[config.mk]
export PLATFORM = sky130hd
export DESIGN_NAME = mult_share_arb
export DESIGN_NICKNAME = d
export VERILOG_FILES = /design/src/rtl/mult_share_arb.sv
export SDC_FILE = /design/constraint.sdc
export NUM_CORES = 1
export LEC_CHECK = 0
export ABC_AREA = 1
export CAP_MARGIN = 20
export CELL_PAD_IN_SITES_DETAIL_PLACEMENT = 0
export CELL_PAD_IN_SITES_GLOBAL_PLACEMENT = 1
export CORE_ASPECT_RATIO = 1.75
export CORE_MARGIN = 2
export CORE_UTILIZATION = 28
export DETAILED_ROUTE_END_ITERATION = 8
export PLACE_DENSITY_LB_ADDON = 0.1
export SLEW_MARGIN = 20
export SYNTH_ARGS = -nofsm -noshare
export SYNTH_HDL_FRONTEND = slang
export SYNTH_SLANG_ARGS = --single-unit
[constraint.sdc]
create_clock -name clk -period 3.2 [get_ports clk]
set_input_delay 0.32 -clock clk [delete_from_list [all_inputs] [get_ports clk]]
set_output_delay 0.32 -clock clk [all_outputs]
set_load 0.02 [all_outputs]
[src/rtl/mult_share_arb.sv]
// Round-robin arbiter sharing one in-order pipelined multiplier between N_REQ requesters.
// Define MULT_SHARE_ARB_ERR_EN to add the sticky err_orphan output.
module mult_share_arb #(
  parameter int N_REQ   = 4,
  parameter int MAX_OUT = 8
) (
  input  logic                       clk,
  input  logic                       rst_n,
  input  logic [N_REQ-1:0]           req_vld,
  input  logic [N_REQ*32-1:0]        req_a,
  input  logic [N_REQ*32-1:0]        req_b,
  output logic [N_REQ-1:0]           req_rdy,
  output logic [31:0]                mul_din_a,
  output logic [31:0]                mul_din_b,
  output logic                       mul_din_vld,
  input  logic [63:0]                mul_dout,
  input  logic                       mul_dout_vld,
  output logic [N_REQ-1:0]           rsp_vld,
  output logic [63:0]                rsp_dout,
  output logic [$clog2(MAX_OUT):0]   outstanding,
  output logic                       busy
`ifdef MULT_SHARE_ARB_ERR_EN
  , output logic                     err_orphan
`endif
);

  localparam int TW = $clog2(N_REQ);
  localparam int AW = $clog2(MAX_OUT);
  localparam int OW = AW + 1;
  localparam logic [OW-1:0] MAX_CNT = OW'(MAX_OUT);
  localparam logic [TW:0]   N_W     = (TW+1)'(N_REQ);
  localparam logic [TW-1:0] LAST    = TW'(N_REQ - 1);

  logic [31:0]      op_a [N_REQ];
  logic [31:0]      op_b [N_REQ];
  logic [TW-1:0]    tag_mem [MAX_OUT];
  logic [TW-1:0]    rr_q, rr_d, grant_idx, head_tag;
  logic [AW-1:0]    wr_ptr_q, rd_ptr_q;
  logic [OW-1:0]    cnt_q;
  logic [31:0]      din_a_q, din_b_q;
  logic             din_vld_q;
  logic [N_REQ-1:0] rsp_vld_q, head_oh;
  logic [63:0]      rsp_dout_q;
  logic [TW:0]      sum;
  logic             grant_any, push, pop, room;

  genvar gi;
  generate
    for (gi = 0; gi < N_REQ; gi++) begin : g_lane
      assign op_a[gi]    = req_a[32*gi +: 32];
      assign op_b[gi]    = req_b[32*gi +: 32];
      assign req_rdy[gi] = push & (grant_idx == TW'(gi));
      assign head_oh[gi] = (head_tag == TW'(gi));
    end
  endgenerate

  // A pop in the same cycle frees the slot the push needs, so a full FIFO can still grant.
  assign pop  = mul_dout_vld & (cnt_q != '0);
  assign room = (cnt_q < MAX_CNT) | pop;
  assign push = grant_any & room & rst_n;
  assign head_tag = tag_mem[rd_ptr_q];

  // Scan offsets from the far end so the one closest to rr_q wins.
  always_comb begin
    grant_idx = '0;
    grant_any = 1'b0;
    sum       = '0;
    for (int k = N_REQ - 1; k >= 0; k--) begin
      sum = {1'b0, rr_q} + (TW+1)'(k);
      if (sum >= N_W) sum = sum - N_W;
      if (req_vld[sum[TW-1:0]]) begin
        grant_idx = sum[TW-1:0];
        grant_any = 1'b1;
      end
    end
    rr_d = (grant_idx == LAST) ? '0 : grant_idx + TW'(1);
  end

  always_ff @(posedge clk) begin
    if (push) tag_mem[wr_ptr_q] <= grant_idx;
  end

  always_ff @(posedge clk or negedge rst_n) begin
    if (!rst_n) begin
      rr_q       <= '0;
      wr_ptr_q   <= '0;
      rd_ptr_q   <= '0;
      cnt_q      <= '0;
      din_a_q    <= '0;
      din_b_q    <= '0;
      din_vld_q  <= 1'b0;
      rsp_vld_q  <= '0;
      rsp_dout_q <= '0;
    end else begin
      din_vld_q <= push;
      if (push) begin
        din_a_q  <= op_a[grant_idx];
        din_b_q  <= op_b[grant_idx];
        rr_q     <= rr_d;
        wr_ptr_q <= wr_ptr_q + AW'(1);
      end
      if (pop) begin
        rd_ptr_q   <= rd_ptr_q + AW'(1);
        rsp_vld_q  <= head_oh;
        rsp_dout_q <= mul_dout;
      end else begin
        rsp_vld_q <= '0;
      end
      case ({push, pop})
        2'b10:   cnt_q <= cnt_q + OW'(1);
        2'b01:   cnt_q <= cnt_q - OW'(1);
        default: cnt_q <= cnt_q;
      endcase
    end
  end

`ifdef MULT_SHARE_ARB_ERR_EN
  logic err_q;
  always_ff @(posedge clk or negedge rst_n) begin
    if (!rst_n) err_q <= 1'b0;
    else if (mul_dout_vld && (cnt_q == '0)) err_q <= 1'b1;
  end
  assign err_orphan = err_q;
`endif

  assign mul_din_a   = din_a_q;
  assign mul_din_b   = din_b_q;
  assign mul_din_vld = din_vld_q;
  assign rsp_vld     = rsp_vld_q;
  assign rsp_dout    = rsp_dout_q;
  assign outstanding = cnt_q;
  assign busy        = (cnt_q != '0) | din_vld_q;

endmodule

==> results of run 1 <==
state kept, by name, indices dropped and copies added (netlist names):
name / flops
rr_q: 2
tag_mem: 16
mul_din_b: 32
mul_din_vld: 1
rsp_dout: 64
rsp_vld: 4
outstanding: 4
wr_ptr_q: 3
mul_din_a: 32
rd_ptr_q: 3
critical path: cells and delay by family (launching register included):
family | cells | cell delay, ns
buffers and inverters | 4 | 0.83
and+or+nand+nor | 7 | 0.77
adders and majority gates | 1 | 0.15
DFF | 1 | 0.50
cell type report:
type	instances	area, µm²
fillers	3593	18890
repair buffers	482	4857
multi-input cells	968	4335
flip-flops and latches	161	4110
inverters	220	828.3
well taps	460	575.6
clock buffers	19	475.5
clock inverters	12	145.1
diodes	6	15.01
cell usage after synthesis:
library cell  number
buf_1              6
clkbuf_1          19
xor2_1             5
nor3_1             1
inv_1            213
or2_2              2
nand2_1          626
buf_6              2
nand3_2            1
o21ai_1            1
edfxtp_1          16
nor2_1            27
buf_2             56
ha_1               9
o22ai_1            4
xnor2_1            2
clkinv_1           1
nand3_1          205
nand2_2            1
a21oi_1            4
o21ai_0           15
o21a_1             1
inv_2              6
nand3b_1          64
buf_4              3
dfrtp_1          145
power by group through the flow:
stage	logic [W]	registers (W)	clock network, W
finish	0.00891	0.00333	0.00217
CTS	0.00911	0.00334	0.00225
global placement	0.00903	0.00335	0
floorplan	0.00497	0.00403	0
detailed placement	0.00909	0.00336	0
global route	0.00998	0.00342	0.00233
per-layer routing:
metal | global-route usage [%] | routed length [µm]
met5 | 0 | 54
met4 | 7.545 | 986
met3 | 7.233 | 3490
met2 | 37.31 | 19680
met1 | 23.44 | 14540
timing repair:
item | CTS | global route
endpoints found under the setup margin | 1 | 2
buffers inserted | 0 | 0
hold buffers | 0 | 0
gates resized for setup | 2 | 3
stage by stage:
step	hold WS (ns)	std cells	utilization, %	worst slack, ns	total power (W)
final	-0.05057	2328	44.82	0.1997	0.01441
after global routing	0.04928	2328	44.82	0.01891	0.01574
after CTS	0.08194	2322	44.75	0.07962	0.01470
after detailed placement	0.4642	2291	42.94	0.2164	0.01245
after global placement	0.4612	2291	42.94	0.2884	0.01238
after floorplan	0.02441	1435	-	0.8200	0.009005
kinds of logic after synthesis:
| logic type | synth area share [%] |
|---|---|
| AO/OA/AOI/OAI | 1.374 |
| XOR/XNOR | 0.6352 |
| adder cells (fa/ha/maj) | 1.167 |
| buffers and inverters | 12.90 |
| flip-flops | 42.57 |
| AND/OR/NAND/NOR | 41.35 |
worst paths after layout:
check / to / cells past startpoint
max: req_rdy[3] / 12
min: rsp_dout[19] / 2
min in group clk: wr_ptr_q[1] / 5
max in group asynchronous: rsp_dout[60] / 2
max reg2reg: outstanding[2] / 14
min reg2reg: rsp_dout[8] / 2
==> out/metrics.yaml, run 1 <==
layout:
  fin_area_um2: 15340
  area_growth_pct: 58.96
  layout_common_cells: "623 x nand2_1, 464 x clkdlybuf4s50_1, 213 x inv_1"
  mostFrequentLayoutCell: "nand2_1"
  drive_above_1_share_pct: 3.276
  nets: 2186
floorplan:
  num_rows: 90
  die-area_um2: 36030
  die_height_um: 249.6
  start_util_pct: 28.19
  core_area_um2: 34230
  die_w_um: 144.3
  io_pins: 469
pwr:
  p_int_w: 0.007491
  pwr-share-clk_pct: 15.1
  p_sw_share_pct: 48.03
  peakVddDrop_mv: 1.279
  comb_power_share_pct: 61.8
  seqPwrFrac_pct: 23.1
  switching_power_w: 0.006923
  p_per_area_nw_per_um2: 939.5
  p_leak_nw: 7.825
timing:
  fin_crit_sh_pct: 93.76
  slew-limit-headroom_pct: 37.88
  rsz0062_at_grt: "false"
  hold_viol: 9
  final-max-slew-violation-count: 0
  worstMarginPinSlew_ns: 0.9318
  fmax_ghz: 0.3333
  fin_setup_tns_ns: 0
  hold_slack_ns: -0.05057
  min_period_ns: 3.000
  skew_ns: 0.009306
  setup_viol_count_final: 0
yosys:
  synth.largest_area_cell: "dfrtp_1"
  synth_area_um2: 9652
  ys_seq_area_share_pct: 42.57
  postSynthAreaPerCell_um2: 6.726
  synthCells: 1435
  syn_nets: 1771
  synth_top_area_share_pct: 37.59
  yosysWarnings: 0
  synth_area_leaders: "dfrtp_1 38%, nand2_1 24%, nand3_1 11%, inv_1 8.3%, edfxtp_1 5.0%"
  ys_types: 26
  ys_seq_elements: 161
grt:
  grt_overflow: 0
  track_usage_pct: 21.22
  grt_start_max_net_pins: 146
  antenna_found_initial: 10
  grt_pass1_vias: 10100
  grt_pass1_wl_mm: 58.21
drt:
  drt_iter0_markers: 425
  wl_mm: 38.76
  drt_pass1_iterations: 6
  ant_nets: 0
  num_vias: 10300
  drc: 0
  drt-wirelength-per-cell_um: 16.65
  drt-vias-per-instance: 4.426
placed_design:
  dpl-instance-area_um2: 14700
  port_buffers: 468
  hpwl_mm: 27.80
  gp_congestion: 0.8237
worst_setup_path:
  cp-start-kind: "flip-flop"
  crit_type: "flip-flop to output port"
  crit_path_max_fanout: 10
  crit_required_ns: 2.88
  crit_slowest_cell: "clkdlybuf4s50_1"
  max_stage_delay_ns: 0.62
  cp.arrival_ns: 2.68
  r2r-start: "rr_q[0]"
  crit_chain: "inv_2 > nand2_1 > nand3_1 > nand2_1 > inv_2 > nand2_1 > nand3_4 > nand2_4 > ha_1 > inv_1 > nor2_1 > clkdlybuf4s50_1"
  endpoint_kind: "output port"
  crit_start: "rr_q[0]"
  critPathMostFrequentCell: "nand2_1"
  rrSetupSlack_ns: 0.63
cts:
  cts_tree: "yes"
  cts_htree_levels: 4
  cts_max_path_buffers: 2
  root_buffer: "clkbuf_16"
  clock_latency_ns: 0.44
  path_clk_slew_ns: 0.07
  cts.sinks: 161
  numCtsBuffers: 17
flow_run:
  drv_cap: 0
min_path:
  hold_path_class: "input pin to asynchronous set/reset pin"
run_status:
  violations: "hold timing"
  status: "finished with violations"
(Power assumes the default switching activity.)
==> inputs of run 2 (changes only) <==
--- a/config.mk
+++ b/config.mk
@@ -10,7 +10,6 @@
 export CELL_PAD_IN_SITES_DETAIL_PLACEMENT = 0
 export CELL_PAD_IN_SITES_GLOBAL_PLACEMENT = 1
 export CORE_ASPECT_RATIO = 1.75
-export CORE_MARGIN = 2
 export CORE_UTILIZATION = 28
 export DETAILED_ROUTE_END_ITERATION = 8
 export PLACE_DENSITY_LB_ADDON = 0.1
==> out/metrics.yaml, run 2 (synthesis results as in run 1) <==
run_status:
  status: "finished with violations"
  violations: "hold timing"
timing:
  slew-limit-headroom_pct: 39.74
  hold_slack_ns: -0.03367
  fmax_ghz: 0.3302
  fin_crit_sh_pct: 94.63
  worstMarginPinSlew_ns: 0.9039
  hold_viol: 11
  rsz0062_at_grt: "false"
  setup_ws_ns: 0.1718
  final-max-slew-violation-count: 0
  fin_setup_tns_ns: 0
  skew_ns: 0.01229
  setup_viol_count_final: 0
  min_period_ns: 3.028
pwr:
  p_leak_nw: 7.815
  p_per_area_nw_per_um2: 940.7
  peakVddDrop_mv: 0.7451
floorplan:
  start_util_pct: 28.51
  die_height_um: 247.6
  die-area_um2: 35250
  die_w_um: 142.3
  core_area_um2: 33850
  io_pins: 469
  num_rows: 89
layout:
  largest_reg_flops: 64
  area_growth_pct: 58.61
  nets: 2186
  layout_common_cells: "623 x nand2_1, 464 x clkdlybuf4s50_1, 213 x inv_1"
  drive_above_1_share_pct: 3.274
  fin_area_um2: 15310
  mostFrequentLayoutCell: "nand2_1"
drt:
  drt_pass1_iterations: 5
  drt-wirelength-per-cell_um: 16.31
  wl_mm: 37.87
  ant_nets: 0
  num_vias: 10350
  drt-vias-per-instance: 4.457
  drc: 0
  drt_iter0_markers: 317
worst_setup_path:
  endpoint_kind: "output port"
  crit_path_max_fanout: 10
  crit_type: "flip-flop to output port"
  crit_required_ns: 2.88
  cp.arrival_ns: 2.71
  cp-start-kind: "flip-flop"
cts:
  cts_setup_buffers: 0
  cts_tree: "yes"
  clock_latency_ns: 0.44
  cts_htree_levels: 4
  path_clk_slew_ns: 0.07
  cts-hold-fix-buffers: 0
  cts.sinks: 161
  numCtsBuffers: 17
  cts_max_path_buffers: 2
  root_buffer: "clkbuf_16"
placed_design:
  port_buffers: 468
  hpwl_mm: 27.01
  gp_congestion: 0.8243
  dpl-instance-area_um2: 14690
  dp_slack_ns: 0.2555
grt:
  grt_overflow: 0
  track_usage_pct: 21.43
  grt_pass1_vias: 10110
  antenna_found_initial: 8
  grt_pass1_wl_mm: 56.84
  grt_start_max_net_pins: 146
flow_run:
  drv_cap: 0
min_path:
  hold_path_class: "input pin to asynchronous set/reset pin"
## run 2: stage by stage
stage	std cells	utilization (%)	total power, W	hold slack, ns
6_report	2322	45.22	0.01440	-0.03367
5_1_grt	2320	45.21	0.01566	0.05867
4_1_cts	2318	45.17	0.01467	0.07686
3_5_place_dp	2286	43.38	0.01242	0.4637
3_3_place_gp	2286	43.38	0.01239	0.4607
2_1_floorplan	1435	-	0.009005	0.02441
## run 2: metal layers
metal | global-route usage (%) | part of all wire, %
met1 | 22.70 | 38
met2 | 38.45 | 51
met3 | 7.332 | 8.3
met4 | 8.634 | 2.9
met5 | 0 | 0.20
## run 2: layout make-up
class,count,area (µm²)
antenna,4,10.01
clock buffer,18,429.2
clock inverter,14,177.7
fill,3602,18540
inverter,220,827.0
multi-input combinational,968,4340
sequential,161,4110
tap,455,569.3
timing repair buffer,482,4845
## run 2: worst paths after layout
check,startpoint,to,slack [ns],depth (start not counted)
max,rr_q[0],req_rdy[3],0.17,12
min,rst_n,outstanding[2],-0.03,2
max reg2reg,rr_q[0],mul_din_b[31],0.69,14
min reg2reg,rsp_dout[22],rsp_dout[22],0.48,2
max in group asynchronous,rst_n,mul_din_a[5],2.50,2
min in group clk,rst_n,mul_din_b[7],0.21,4
## run 2: where the power goes
part           total (W)  switching [W]  internal, W
combinational    0.00891        0.00554      0.00336
clock            0.00216       0.000919      0.00124
sequential       0.00334       0.000475      0.00286
total             0.0144        0.00694      0.00746
## run 2: repair_timing
| item | 4_1_cts | 5_1_grt |
|---|---|---|
| endpoints found under the setup margin | 3 | 2 |
| cloned | 0 | 0 |
| hold endpoints to repair | 0 | 0 |
| resized for setup | 2 | 3 |
## run 2: critical path, cell delays in order (launching register included)
cell and delay, ns:
dfrtp_2 0.49, inv_2 0.11, nand2_1 0.12, nand3_1 0.14, nand2_1 0.11, inv_2 0.05
nand2_1 0.09, nand3_4 0.10, nand2_4 0.13, ha_1 0.15, inv_1 0.04, nor2_1 0.11
clkdlybuf4s50_1 0.61
